File: src/rtl/ps2_pkg.sv
// ps2_pkg: shared types and constants for the PS/2 scan-code receiver.
//   ps2_state_e      - deframer FSM state encoding
//   DataBits         - data bits per frame
//   FrameBits        - total bits per device-to-host frame (start, 8 data, parity, stop)
//   DefFilterLen     - default key_clk glitch-filter length
//   DefTimeoutCycles - default mid-frame watchdog limit (1 ms at 50 MHz)
package ps2_pkg;

  typedef enum logic [1:0] {
    StIdle,
    StData,
    StParity,
    StStop
  } ps2_state_e;

  localparam int unsigned DataBits         = 8;
  localparam int unsigned FrameBits        = 11;
  localparam int unsigned DefFilterLen     = 4;
  localparam int unsigned DefTimeoutCycles = 50000;

endpackage

File: src/rtl/ps2_fifo.sv
// ps2_fifo: show-ahead circular FIFO.
//   clk_i, rst_i : clock, asynchronous active-high reset
//   push_i       : write wdata_i (dropped when full unless a pop happens in the same cycle)
//   pop_i        : remove head entry (ignored when empty)
//   rdata_o      : head entry, zero when empty
//   count_o      : occupancy
//   empty_o      : no entries
//   full_o       : Depth entries
module ps2_fifo #(
  parameter int unsigned Depth = 8,
  parameter int unsigned Width = 8
) (
  input  logic                     clk_i,
  input  logic                     rst_i,
  input  logic                     push_i,
  input  logic [Width-1:0]         wdata_i,
  input  logic                     pop_i,
  output logic [Width-1:0]         rdata_o,
  output logic [$clog2(Depth):0]   count_o,
  output logic                     empty_o,
  output logic                     full_o
);

  localparam int unsigned PtrW = $clog2(Depth);
  localparam int unsigned CntW = PtrW + 1;

  logic [Width-1:0] mem_q [Depth];
  logic [PtrW-1:0]  wr_ptr_q, wr_ptr_d;
  logic [PtrW-1:0]  rd_ptr_q, rd_ptr_d;
  logic [CntW-1:0]  count_q, count_d;
  logic             do_push, do_pop;

  assign empty_o = (count_q == '0);
  assign full_o  = (count_q == CntW'(Depth));
  assign count_o = count_q;
  assign rdata_o = empty_o ? '0 : mem_q[rd_ptr_q];

  // A pop frees the slot the simultaneous push needs, so full+pop still accepts.
  assign do_pop  = pop_i && !empty_o;
  assign do_push = push_i && (!full_o || do_pop);

  always_comb begin
    wr_ptr_d = wr_ptr_q;
    rd_ptr_d = rd_ptr_q;
    count_d  = count_q;
    if (do_push) wr_ptr_d = wr_ptr_q + 1'b1;
    if (do_pop)  rd_ptr_d = rd_ptr_q + 1'b1;
    unique case ({do_push, do_pop})
      2'b10:   count_d = count_q + 1'b1;
      2'b01:   count_d = count_q - 1'b1;
      default: count_d = count_q;
    endcase
  end

  always_ff @(posedge clk_i or posedge rst_i) begin
    if (rst_i) begin
      wr_ptr_q <= '0;
      rd_ptr_q <= '0;
      count_q  <= '0;
    end else begin
      wr_ptr_q <= wr_ptr_d;
      rd_ptr_q <= rd_ptr_d;
      count_q  <= count_d;
    end
  end

  // Storage needs no reset: rdata_o is masked while empty.
  always_ff @(posedge clk_i) begin
    if (do_push) mem_q[wr_ptr_q] <= wdata_i;
  end

endmodule

File: src/rtl/ps2_scan_receiver.sv
// ps2_scan_receiver: PS/2 keyboard receiver feeding a scan-code FIFO.
//   Clk, Rst     : system clock, asynchronous active-high reset
//   key_clk      : raw PS/2 clock (asynchronous)
//   key_data     : raw PS/2 data (asynchronous)
//   rd_en        : pop strobe for the FIFO head
//   clr_err      : clears the sticky flags (wins over a same-cycle set)
//   code_out     : FIFO head byte, 0x00 when empty
//   code_valid   : FIFO non-empty
//   fifo_count   : FIFO occupancy
//   parity_err   : sticky, frame with even parity
//   framing_err  : sticky, bad start/stop bit or mid-frame timeout
//   overflow     : sticky, valid byte dropped on a full FIFO
module ps2_scan_receiver
  import ps2_pkg::*;
#(
  parameter int unsigned FIFO_DEPTH     = 8,
  parameter int unsigned FILTER_LEN     = DefFilterLen,
  parameter int unsigned TIMEOUT_CYCLES = DefTimeoutCycles
) (
  input  logic                          Clk,
  input  logic                          Rst,
  input  logic                          key_clk,
  input  logic                          key_data,
  input  logic                          rd_en,
  input  logic                          clr_err,
  output logic [7:0]                    code_out,
  output logic                          code_valid,
  output logic [$clog2(FIFO_DEPTH):0]   fifo_count,
  output logic                          parity_err,
  output logic                          framing_err,
  output logic                          overflow
);

  localparam int unsigned FiltW = $clog2(FILTER_LEN + 1);
  localparam int unsigned WdW   = $clog2(TIMEOUT_CYCLES + 1);
  localparam logic [FiltW-1:0] FiltLast = FiltW'(FILTER_LEN - 1);
  localparam logic [WdW-1:0]   WdLast   = WdW'(TIMEOUT_CYCLES - 1);
  localparam logic [2:0]       BitLast  = 3'(DataBits - 1);

  // Synchronizers reset to the idle line level so reset never fakes an edge.
  logic clk_s1_q, clk_s2_q, dat_s1_q, dat_s2_q;

  always_ff @(posedge Clk or posedge Rst) begin
    if (Rst) begin
      clk_s1_q <= 1'b1;
      clk_s2_q <= 1'b1;
      dat_s1_q <= 1'b1;
      dat_s2_q <= 1'b1;
    end else begin
      clk_s1_q <= key_clk;
      clk_s2_q <= clk_s1_q;
      dat_s1_q <= key_data;
      dat_s2_q <= dat_s1_q;
    end
  end

  // Filtered clock flips on the FILTER_LEN-th consecutive differing sample.
  logic             filt_level_q, filt_level_d;
  logic [FiltW-1:0] filt_cnt_q, filt_cnt_d;
  logic             fall;

  always_comb begin
    filt_level_d = filt_level_q;
    filt_cnt_d   = '0;
    fall         = 1'b0;
    if (clk_s2_q != filt_level_q) begin
      if (filt_cnt_q == FiltLast) begin
        filt_level_d = clk_s2_q;
        fall         = filt_level_q;
      end else begin
        filt_cnt_d = filt_cnt_q + 1'b1;
      end
    end
  end

  // Deframer FSM and watchdog.
  ps2_state_e     state_q, state_d;
  logic [2:0]     bit_cnt_q, bit_cnt_d;
  logic [7:0]     shift_q, shift_d;
  logic           par_q, par_d;
  logic [WdW-1:0] wd_q, wd_d;
  logic           push, parity_set, framing_set, overflow_set;
  logic           fifo_full;

  always_comb begin
    state_d     = state_q;
    bit_cnt_d   = bit_cnt_q;
    shift_d     = shift_q;
    par_d       = par_q;
    wd_d        = wd_q;
    push        = 1'b0;
    parity_set  = 1'b0;
    framing_set = 1'b0;

    if (state_q == StIdle || fall) begin
      wd_d = '0;
    end else if (wd_q == WdLast) begin
      wd_d        = '0;
      state_d     = StIdle;
      framing_set = 1'b1;
    end else begin
      wd_d = wd_q + 1'b1;
    end

    if (fall) begin
      unique case (state_q)
        StIdle: begin
          if (!dat_s2_q) begin
            state_d   = StData;
            bit_cnt_d = '0;
          end else begin
            framing_set = 1'b1;
          end
        end
        StData: begin
          shift_d   = {dat_s2_q, shift_q[7:1]};
          bit_cnt_d = bit_cnt_q + 1'b1;
          if (bit_cnt_q == BitLast) state_d = StParity;
        end
        StParity: begin
          par_d   = dat_s2_q;
          state_d = StStop;
        end
        StStop: begin
          state_d = StIdle;
          if (!dat_s2_q)              framing_set = 1'b1;
          if (!(^{shift_q, par_q}))   parity_set  = 1'b1;
          push = dat_s2_q && (^{shift_q, par_q});
        end
        default: state_d = StIdle;
      endcase
    end
  end

  assign overflow_set = push && fifo_full && !(rd_en && code_valid);

  always_ff @(posedge Clk or posedge Rst) begin
    if (Rst) begin
      filt_level_q <= 1'b1;
      filt_cnt_q   <= '0;
      state_q      <= StIdle;
      bit_cnt_q    <= '0;
      shift_q      <= '0;
      par_q        <= 1'b0;
      wd_q         <= '0;
    end else begin
      filt_level_q <= filt_level_d;
      filt_cnt_q   <= filt_cnt_d;
      state_q      <= state_d;
      bit_cnt_q    <= bit_cnt_d;
      shift_q      <= shift_d;
      par_q        <= par_d;
      wd_q         <= wd_d;
    end
  end

  // Sticky flags; clr_err wins over a same-cycle set.
  logic parity_err_d, framing_err_d, overflow_d;

  always_comb begin
    parity_err_d  = clr_err ? 1'b0 : (parity_err  | parity_set);
    framing_err_d = clr_err ? 1'b0 : (framing_err | framing_set);
    overflow_d    = clr_err ? 1'b0 : (overflow    | overflow_set);
  end

  always_ff @(posedge Clk or posedge Rst) begin
    if (Rst) begin
      parity_err  <= 1'b0;
      framing_err <= 1'b0;
      overflow    <= 1'b0;
    end else begin
      parity_err  <= parity_err_d;
      framing_err <= framing_err_d;
      overflow    <= overflow_d;
    end
  end

  logic fifo_empty;

  ps2_fifo #(
    .Depth (FIFO_DEPTH),
    .Width (DataBits)
  ) u_fifo (
    .clk_i   (Clk),
    .rst_i   (Rst),
    .push_i  (push),
    .wdata_i (shift_q),
    .pop_i   (rd_en),
    .rdata_o (code_out),
    .count_o (fifo_count),
    .empty_o (fifo_empty),
    .full_o  (fifo_full)
  );

  assign code_valid = !fifo_empty;

endmodule

File: config.mk
export PLATFORM = sky130hd
export DESIGN_NAME = ps2_scan_receiver
export DESIGN_NICKNAME = d
export VERILOG_FILES = /design/src/rtl/ps2_pkg.sv /design/src/rtl/ps2_fifo.sv /design/src/rtl/ps2_scan_receiver.sv
export SDC_FILE = /design/constraint.sdc
export NUM_CORES = 1
export LEC_CHECK = 0
export ABC_AREA = 1
export BUFFER_PORTS_ARGS = -buffer_cell sky130_fd_sc_hd__buf_2
export CAP_MARGIN = 5
export CORE_MARGIN = 2
export CORE_UTILIZATION = 40
export DETAILED_ROUTE_END_ITERATION = 16
export SYNTH_ARGS = -nofsm -noshare
export SYNTH_HDL_FRONTEND = slang
export SYNTH_SLANG_ARGS = --single-unit
File: constraint.sdc
create_clock -name Clk -period 3.7 [get_ports Clk]
set_clock_uncertainty 0.05 [all_clocks]
set_input_delay 0.555 -clock Clk [delete_from_list [all_inputs] [get_ports Clk]]
set_output_delay 0.555 -clock Clk [all_outputs]
set_load 0.02 [all_outputs]
==> impl_metrics.toml <==
[sta]
relSlewSlack_pct = 29.2
period_needed_ps = 2800
finalSetupViolCount = 0
tightest_slew_ps = 1060
finalCritPeriodShare_pct = 75.8
hold_violations = 0
drv_slew = 0
rsz0062_at_grt = "false"
fin_setup_tns_ps = 0
fmaxAchievable_ghz = 0.357

[critical_path]
r2r_start = "shift_q[4]$_DFFE_PP0P_"
cp_max_fo = 35
startpoint = "u_fifo.rd_ptr_q[0]$_DFFE_PP0P_"
worstRegToRegCells = 15
crit_path_end_kind = "output pin"
crit_arrival_ps = 2200
cp-endpoint = "code_out[0]"
timing.rr.end = "u_fifo.count_o[2]$_DFFE_PP0P_"
critPathRequiredTime_ps = 3090
crit_path_start_kind = "flop"
critPathKind = "reg2out"
r2r_slack_ps = 1090

[placed_design]
place_hpwl_mm = 6.76
dpl_cell_area_mm2 = 0.00556
io_buffers = 21
gp_congestion = 0.795

[synthesis]
synth_ff_type = "edfxtp_1"
synthArstFlopShare_pct = 44.3
syn_inst = 509
synth_cell_types = 37
yosysSeqAreaShare_pct = 61.0
syn-num-nets = 528
yosys-top-cells-area = "edfxtp_1, dfrtp_1, nor2_1, nand2_1, o21ai_0"
netlist.area_leader.share_pct = 36.6
synth-edff-count = 64
synth-warning-count = 0
syn_area_per_cell_um2 = 10.3
synth_seq_cells = 115
synth_area_mm2 = 0.00525
synth_top_cell_by_area = "edfxtp_1"

[die]
start_util_pct = 41.3
rows = 41
die_height_um = 119
die_w_um = 119
io_pins = 22
core-area_mm2 = 0.0127
dieArea_mm2 = 0.0141

[clock_tree]
ctsHtreeMaxLevel = 4
cts_buffer_depth = 2
cts_buffers = 17
cts_num_sinks = 115
cts_root_buf = "clkbuf_16"
cts_resized = 0
worstSkewPairLatency_ps = 410
cts_setup_buffers = 0
hold_buffers = 0
path_clk_slew_ps = 50
cts_tree = "built"

[route]
vias_per_cell = 5.00
first_pass_iters = 5
drc = 0
totalWireLength_mm = 10.5
detail_route.wl_per_cell_um = 14.4
num_vias = 3633
drt_iter0_markers = 213
ant_nets = 0

[global_routing]
grt_overflow = 0
grt_pass1_vias = 3733
antenna_found_initial = 0
grt_max_degree = 52
grt_pass1_wl_mm = 18.0
track_usage_pct = 16.6

[min_path]
holdCritPathClass = "in2reg"

[job]
drv_cap = 0

[power]
leakage_uw = 0.00255
peakVddDrop_mv = 0.332
power_density_mw_per_mm2 = 737

[finish]
num-fill-cells = 1177
syn_to_final_growth_pct = 18.2
num-nets-final = 561
antenna_cells = 0
drive_gt1_share_pct = 16.6
fin_area_mm2 = 0.00621

[run_status]
status = "finished, final reports clean"
-- metrics by stage --
| stage | util (%) | hold slack [ps] | setup slack, ps | std cells | total power [µW] |
|---|---|---|---|---|---|
| after floorplan | - | 295 | 1370 | 509 | 2490 |
| after global placement | 43.7 | 301 | 1080 | 695 | 2790 |
| after detailed placement | 43.7 | 299 | 997 | 695 | 2830 |
| after CTS | 48.8 | 173 | 846 | 727 | 4620 |
| after global routing | 48.8 | 168 | 673 | 727 | 4850 |
| final | 48.8 | 194 | 897 | 727 | 4570 |
-- metal layers --
layer / vias up / track usage, % / part of all wire, %
met5: - / 0 / 0
met4: 0 / 7.59 / 2.0
met3: 20 / 5.26 / 3.8
met2: 70 / 28.8 / 52
met1: 1757 / 18.4 / 42
li1: 1786 / - / -
-- cells by family (layout without fill, tap and decap cells) --
logic type / after synthesis / in the layout / share of synthesized area [%]
DFF: 115 / 115 / 61.0
xor gates and xnor gates: 12 / 12 / 2.00
adders and majority gates: 13 / 13 / 3.10
AOI/OAI and AO/OA: 79 / 79 / 9.34
and+or+nand+nor: 222 / 222 / 19.6
buffers and inverters: 68 / 114 / 4.96
-- where the power goes --
group          internal, µW  switching (µW)  total, µW
combinational           396             767       1160
clock                  1210             568       1780
sequential             1480             156       1630
total                  3080            1490       4570
-- cell usage after synthesis, drive strengths merged (8+ instances only) --
library cell,number
clkbuf,8
nor3,9
nand2,81
ha,13
a21oi,15
dfrtp,46
o32ai,16
o21ai,41
nor2,105
nand3,19
edfxtp,64
inv,56
xor2,8
-- final cells by class --
type                    instances  area [µm²]  area share (%)
clock buffers                  19         443            7.14
multi-input cells             326        1790            28.8
clock inverters                13         204            3.29
flip-flops and latches        115        3200            51.6
repair buffers                 26         143            2.30
inverters                      56         210            3.39
well taps                     172         215            3.47
-- critical path: stages, from the launching register on --
cell,delay [ps]
dfrtp_1,360
buf_4,250
inv_1,90
buf_4,320
nor2_1,70
o32ai_1,220
o21ai_0,160
nor2_1,120
buf_2,170
-- flip-flops by register name, summed over array words and instances, names as in the netlist --
| register | flops |
|---|---|
| bit_cnt_q | 3 |
| clk_s1_q | 1 |
| clk_s2_q | 1 |
| dat_s1_q | 1 |
| dat_s2_q | 1 |
| filt_cnt_q | 3 |
| filt_level_q | 1 |
| framing_err | 1 |
| overflow | 1 |
| par_q | 1 |
| parity_err | 1 |
| shift_q | 8 |
| state_q | 2 |
| u_fifo.count_o | 4 |
| u_fifo.mem_q | 64 |
| u_fifo.rd_ptr_q | 3 |
| u_fifo.wr_ptr_q | 3 |
| wd_q | 16 |
-- worst min path at each step --
stage	cells past startpoint	startpoint	endpoint
2_1_floorplan	0	clk_s1_q$_DFF_PP1_	clk_s2_q$_DFF_PP1_
3_3_place_gp	0	dat_s1_q$_DFF_PP1_	dat_s2_q$_DFF_PP1_
3_5_place_dp	0	clk_s1_q$_DFF_PP1_	clk_s2_q$_DFF_PP1_
4_1_cts	1	key_data	dat_s1_q$_DFF_PP1_
5_1_grt	1	key_clk	clk_s1_q$_DFF_PP1_
6_report	1	key_clk	clk_s1_q$_DFF_PP1_
-- layout by cell type, fill, tap and decap left out, types with 5 or more instances in the layout --
cell,n
clkbuf_16,17
bufinv_16,5
nand3_1,14
o32ai_1,16
nand4_1,5
nor2_2,5
buf_4,5
buf_2,21
inv_2,5
inv_1,51
dfstp_2,5
xor2_1,8
a21oi_1,12
nor3_1,7
dfrtp_1,46
nand2_1,76
nor2_1,95
ha_1,13
o21ai_0,40
edfxtp_1,64
Power figures use the tool's default switching activity.
